**config.mk**
```make
export PLATFORM = sky130hd
export DESIGN_NAME = set_readback
export DESIGN_NICKNAME = d
export VERILOG_FILES = /design/src/rtl/set_readback_pkg.sv /design/src/rtl/set_dirty_track.sv /design/src/rtl/set_readback.sv
export SDC_FILE = /design/constraint.sdc
export NUM_CORES = 1
export LEC_CHECK = 0
export ABC_AREA = 1
export BUFFER_PORTS_ARGS = -buffer_cell sky130_fd_sc_hd__clkbuf_2
export CAP_MARGIN = 20
export CORE_MARGIN = 5
export CORE_UTILIZATION = 47
export CTS_CLUSTER_SIZE = 8
export DETAILED_ROUTE_END_ITERATION = 10
export GPL_TIMING_DRIVEN = 0
export HOLD_SLACK_MARGIN = 0.08
export PLACE_DENSITY_LB_ADDON = 0.3
export SYNTH_ARGS = -nofsm -noshare
export SYNTH_HDL_FRONTEND = slang
export SYNTH_SLANG_ARGS = --single-unit
```
**constraint.sdc**
```tcl
create_clock -name CLK -period 1.35 [get_ports CLK]
set_clock_uncertainty 0.2 [all_clocks]
set_input_delay 0.2025 -clock CLK [delete_from_list [all_inputs] [get_ports CLK]]
set_output_delay 0.2025 -clock CLK [all_outputs]
set_load 0.01 [all_outputs]
```
**src/rtl/set_readback_pkg.sv**
```systemverilog
// set_readback_pkg: shared encodings and constants for the CPLD settings register blocks.
package set_readback_pkg;
  typedef enum logic [1:0] {
    ST_IDLE  = 2'd0,
    ST_WAIT  = 2'd1,
    ST_DRIVE = 2'd2,
    ST_HOLD  = 2'd3
  } state_t;
  localparam int SCCFAST = 6;
  localparam int VIASLOW = 5;
  localparam int IWMSLOW = 4;
  localparam int SNDSLOW = 3;
  localparam int SNDCLKGATE = 2;
  localparam int CLKGATE = 1;
  localparam int SLOW = 0;
  localparam logic [6:0] SET_RESET_IMAGE = 7'h7C;
  localparam logic [7:0] DEFAULT_ID_BYTE = 8'h5A;
endpackage

```
**src/rtl/set_dirty_track.sv**
```systemverilog
// set_dirty_track: sticky flag raised on any settings change, cleared by a completed read.
// A change on the clearing edge keeps the flag set so it is never lost.
module set_dirty_track
  import set_readback_pkg::*;
(
  input  logic       i_clk,
  input  logic       i_rst,
  input  logic [6:0] i_settings,
  input  logic       i_clear,
  output logic       o_dirty
);
  logic [6:0] r_set_prev;
  logic       r_dirty;
  logic       w_change;
  assign w_change = i_settings != r_set_prev;
  assign o_dirty  = r_dirty;
  always_ff @(posedge i_clk or posedge i_rst) begin
    if (i_rst) begin
      r_set_prev <= SET_RESET_IMAGE;
      r_dirty    <= 1'b1;
    end else begin
      r_set_prev <= i_settings;
      r_dirty    <= w_change ? 1'b1 : i_clear ? 1'b0 : r_dirty;
    end
  end
endmodule

```
**src/rtl/set_readback.sv**
```systemverilog
// set_readback: read-side responder returning {ID, settings snapshot, dirty} on a settings read cycle.
module set_readback
  import set_readback_pkg::*;
#(
  parameter int         WAIT_CYCLES = 2,
  parameter logic [7:0] ID_BYTE     = DEFAULT_ID_BYTE
) (
  input  logic        CLK,
  input  logic        POR,
  input  logic        BACT,
  input  logic        SetCSRD,
  input  logic [6:0]  Settings,
  output logic [15:0] D,
  output logic        DOE,
  output logic        SetRdAck,
  output logic        Busy
);
  generate
    if (WAIT_CYCLES < 1 || WAIT_CYCLES > 15) begin : g_bad_wait
      $error("set_readback: WAIT_CYCLES must be in 1..15");
    end
  endgenerate
  localparam logic [3:0] WAIT_LOAD = 4'(WAIT_CYCLES - 1);
  state_t      r_state;
  state_t      w_state_next;
  logic [3:0]  r_cnt;
  logic [3:0]  w_cnt_next;
  logic [6:0]  r_snap;
  logic        r_snap_dirty;
  logic [15:0] r_d;
  logic        r_doe;
  logic        r_ack;
  logic        w_capture;
  logic        w_clear;
  logic        w_drive;
  logic        w_dirty;
  set_dirty_track u_dirty (
    .i_clk      (CLK),
    .i_rst      (POR),
    .i_settings (Settings),
    .i_clear    (w_clear),
    .o_dirty    (w_dirty)
  );
  always_ff @(posedge CLK or posedge POR) begin
    if (POR) begin
      r_state <= ST_IDLE;
      r_cnt   <= '0;
    end else begin
      r_state <= w_state_next;
      r_cnt   <= w_cnt_next;
    end
  end
  always_comb begin
    w_state_next = r_state;
    w_cnt_next   = r_cnt;
    w_capture    = 1'b0;
    w_clear      = 1'b0;
    case (r_state)
      ST_IDLE: if (BACT && SetCSRD) begin
        w_state_next = ST_WAIT;
        w_cnt_next   = WAIT_LOAD;
        w_capture    = 1'b1;
      end
      ST_WAIT: if (!BACT) w_state_next = ST_IDLE;
        else if (r_cnt == 4'd0) w_state_next = ST_DRIVE;
        else w_cnt_next = r_cnt - 4'd1;
      ST_DRIVE: begin
        w_state_next = ST_HOLD;
        w_clear      = 1'b1;
      end
      ST_HOLD: if (!BACT) w_state_next = ST_IDLE;
      default: w_state_next = ST_IDLE;
    endcase
    w_drive = (r_state == ST_DRIVE) || (r_state == ST_HOLD && BACT);
  end
  // Outputs register off the current state, so the bus sees data one edge after DRIVE.
  always_ff @(posedge CLK or posedge POR) begin
    if (POR) begin
      r_snap       <= '0;
      r_snap_dirty <= 1'b0;
      r_d          <= '0;
      r_doe        <= 1'b0;
      r_ack        <= 1'b0;
    end else begin
      if (w_capture) begin
        r_snap       <= Settings;
        r_snap_dirty <= w_dirty;
      end
      r_d   <= w_drive ? {ID_BYTE, r_snap, r_snap_dirty} : 16'h0000;
      r_doe <= w_drive;
      r_ack <= w_drive;
    end
  end
  assign D        = r_d;
  assign DOE      = r_doe;
  assign SetRdAck = r_ack;
  assign Busy     = r_state != ST_IDLE;
endmodule

```
==> reports/metrics.csv <==
stage;metric;value;unit
synthesis;syn_area_per_cell;9.30;sq um
place;dpl_worst_slack;-0.142;ns
power_and_ir_drop;powerDensity;2030;mW/mm^2
die;start_util;49.0;%
critical_path;ff2ff_path_depth;8;
power_and_ir_drop;p_leak;1.02;nW
min_path;whs_endpoint;r_cnt[1];
route;routed_via_density;4.63;
layout;design_area;0.00196;sq mm
timing;drv_slew;0;
power_and_ir_drop;p_int;2.48;mW
die;die_w;63.4;um
clock_network;insertion_delay;0.32;ns
global_route;grt_max_degree;23;
critical_path;worst-path-buf-inv;2;
critical_path;path_class;reg -> out;
place;dp_cells;204;
synthesis;ys_warn_count;0;
critical_path;cpPeakStageDelay;0.48;ns
timing;period_share;107;%
power_and_ir_drop;power.switching;1.48;mW
layout;fillerInstances;196;
synthesis;ys_seq_area_share;58.5;%
timing;final_hold_viol_count;0;
status;violations;setup timing;
timing;worst_slack;-0.0942;ns
place;dpl-instance-area;0.00154;sq mm
run;max-cap-violations;0;
power_and_ir_drop;combPwrFrac;50.1;%
clock_network;path_clk_slew;0.09;ns
min_path;whs_path_depth;5;
place;place.gp.congestion;0.715;
synthesis;synth.distinct_cells;17;
timing;fin_crit;1.44;ns
clock_network;clkSinkCount;31;
layout;final_cell_mix;nand2_1 (25), dfrtp_1 (22), clkbuf_2 (19);
route;drc_errors;0;
route;wl_per_cell;12.1;um
synthesis;netlist_area;0.00134;sq mm
global_route;gr-total-overflow;0;
critical_path;start_kind;flop;
layout;num_antenna_cells;0;
layout;final_util;71.5;%
synthesis;synth-seq-cells;31;
min_path;hold_class;in -> reg;
critical_path;cp.required;0.95;ns
die;io_pins;30;
clock_network;h-tree-depth;2;
critical_path;endpoint_kind;primary output;
min_path;hold_start;BACT;
global_route;grt_pass1_vias;1055;
critical_path;cp_top_family;flip-flops;
place;port_buffers;25;
clock_network;cts-buffers-inserted;5;
critical_path;r2r-start;r_cnt[0];
route;final_antenna_net_count;0;
route;vias;1069;
timing;max_freq;692;MHz
die;dieArea;0.00402;sq mm
critical_path;crit_arrival;1.04;ns
critical_path;rrSetupSlack;-0.03;ns
die;fp.dieH;63.4;um
global_route;grtUsageTotal;14.9;%
critical_path;crit_fanout;6;
layout;drive_gt1_share;43.0;%
timing;setup_viol;10;
global_route;antenna_found_initial;0;
power_and_ir_drop;ir_drop;0.00182;V
timing;totalNegativeSetupSlack;-0.625;ns
layout;fin_cells;231;
route;first_iter_violations;10;
power_and_ir_drop;swShare;37.3;%
timing;rsz0062_at_grt;yes;
critical_path;crit_top_cell;buf_6;
layout;fin_nets;212;
power_and_ir_drop;clockPowerShare;13.9;%
clock_network;cts-root-buf;clkbuf_4;
power_and_ir_drop;power_frac_seq;36.0;%
clock_network;clk_path_buf_depth;2;
route;wl;2.79;mm
critical_path;r2r_end;r_cnt[2];
layout;areaGrowthSynthToFinish;46.1;%
route;dr.pass1.iters;4;
status;status;finished with violations;
global_route;grt_pass1_wl;4.74;mm
clock_network;tritoncts;done;
layout;final_common_cell;nand2_1;
die;rows;19;
synthesis;syn_inst;144;
critical_path;critPathSlowestCell;dfrtp_2;
die;core_area;0.00273;sq mm
critical_path;path_cells;buf_6, buf_6;
place;dp_hpwl;1.74;mm
## synthesized netlist by cell type
| library cell | n | area [sq um] |
|---|---|---|
| ha_1 | 2 | 25.0 |
| nor2_2 | 1 | 6.26 |
| nand2_1 | 32 | 120 |
| xnor2_1 | 7 | 61.3 |
| dfstp_2 | 6 | 158 |
| a21oi_1 | 8 | 40.0 |
| inv_1 | 20 | 75.1 |
| nand4_1 | 1 | 6.26 |
| dfrtp_1 | 25 | 626 |
| clkinv_1 | 1 | 3.75 |
| conb_1 | 1 | 3.75 |
| buf_6 | 1 | 11.3 |
| nor2_1 | 20 | 75.1 |
| buf_4 | 9 | 67.6 |
| nand2_4 | 1 | 11.3 |
| xor2_1 | 1 | 8.76 |
| nand3_1 | 8 | 40.0 |
## per-layer routing
metal / GRT usage [%] / vias to the layer above / wire length, um
met5: 0 / - / 0
met4: 6.23 / 0 / 41
met3: 4.80 / 5 / 169
met2: 24.6 / 28 / 1490
met1: 17.6 / 506 / 1090
li1: - / 530 / -
## registers in the layout, summed over array words and instances, names as in the netlist, named ones only
register,cells
r_snap_dirty,1
D,9
u_dirty.r_set_prev,7
r_snap,7
r_cnt,4
r_state,1
u_dirty.o_dirty,1
## worst register-to-register path: stages (launching register included)
cell	delay, ns
dfrtp_1	0.40
inv_2	0.09
ha_4	0.15
nand2_4	0.05
nor2_4	0.13
nand2_2	0.09
nand2_2	0.10
nand2_2	0.06
nand2_2	0.06
## what timing repair did
| item | 4_1_cts | 5_1_grt |
|---|---|---|
| setup endpoints to repair | 24 | 18 |
| cloned | 0 | 1 |
| hold endpoints to repair | 41 | 0 |
| pin swaps | 8 | 6 |
| resized for setup | 16 | 36 |
| hold buffers | 9 | 0 |
| setup buffers | 5 | 4 |
## stage by stage
stage	total power, mW	hold WS, ns
after floorplan	2.27	0.00698
after global placement	2.62	0.126
after detailed placement	2.70	0.0281
after CTS	3.52	0.0853
after global routing	4.28	0.129
final	3.96	0.0994
## cells by family after synthesis
group / Yosys count / synth area share (%)
other cells: 1 / 0.280
simple gates: 63 / 19.3
buf+inv: 31 / 11.8
fa+ha+maj: 2 / 1.87
xor+xnor: 8 / 5.23
flops: 31 / 58.5
compound gates: 8 / 2.99
## worst max path at each step
stage	startpoint	endpoint	slack [ns]	depth (start not counted)
2_1_floorplan	r_cnt[0]	r_cnt[2]	0.008	8
3_3_place_gp	r_cnt[0]	r_cnt[1]	-0.1	8
3_5_place_dp	r_cnt[0]	r_cnt[2]	-0.14	8
4_1_cts	D[12]	D[9]	-0.10	2
5_1_grt	flop	Busy	-0.14	3
6_report	D[12]	SetRdAck	-0.09	2
## power groups by stage
stage	Combinational (mW)	Sequential [mW]	Clock, mW
after floorplan	0.822	1.45	0
after global placement	1.22	1.40	0
after detailed placement	1.27	1.42	0
after CTS	1.53	1.41	0.580
after global routing	2.21	1.46	0.614
final	1.98	1.43	0.551
## cell type report
| class | count | area, sq um | share of cell area [%] |
|---|---|---|---|
| sequential | 31 | 787 | 40.2 |
| multi-input combinational | 85 | 510 | 26.1 |
| timing repair buffer | 45 | 377 | 19.3 |
| buffer | 10 | 101 | 5.18 |
| inverter | 21 | 81.3 | 4.16 |
| clock buffer | 7 | 55.1 | 2.82 |
| tap | 31 | 38.8 | 1.98 |
| clock inverter | 1 | 5.00 | 0.256 |
(Power assumes the default switching activity.)
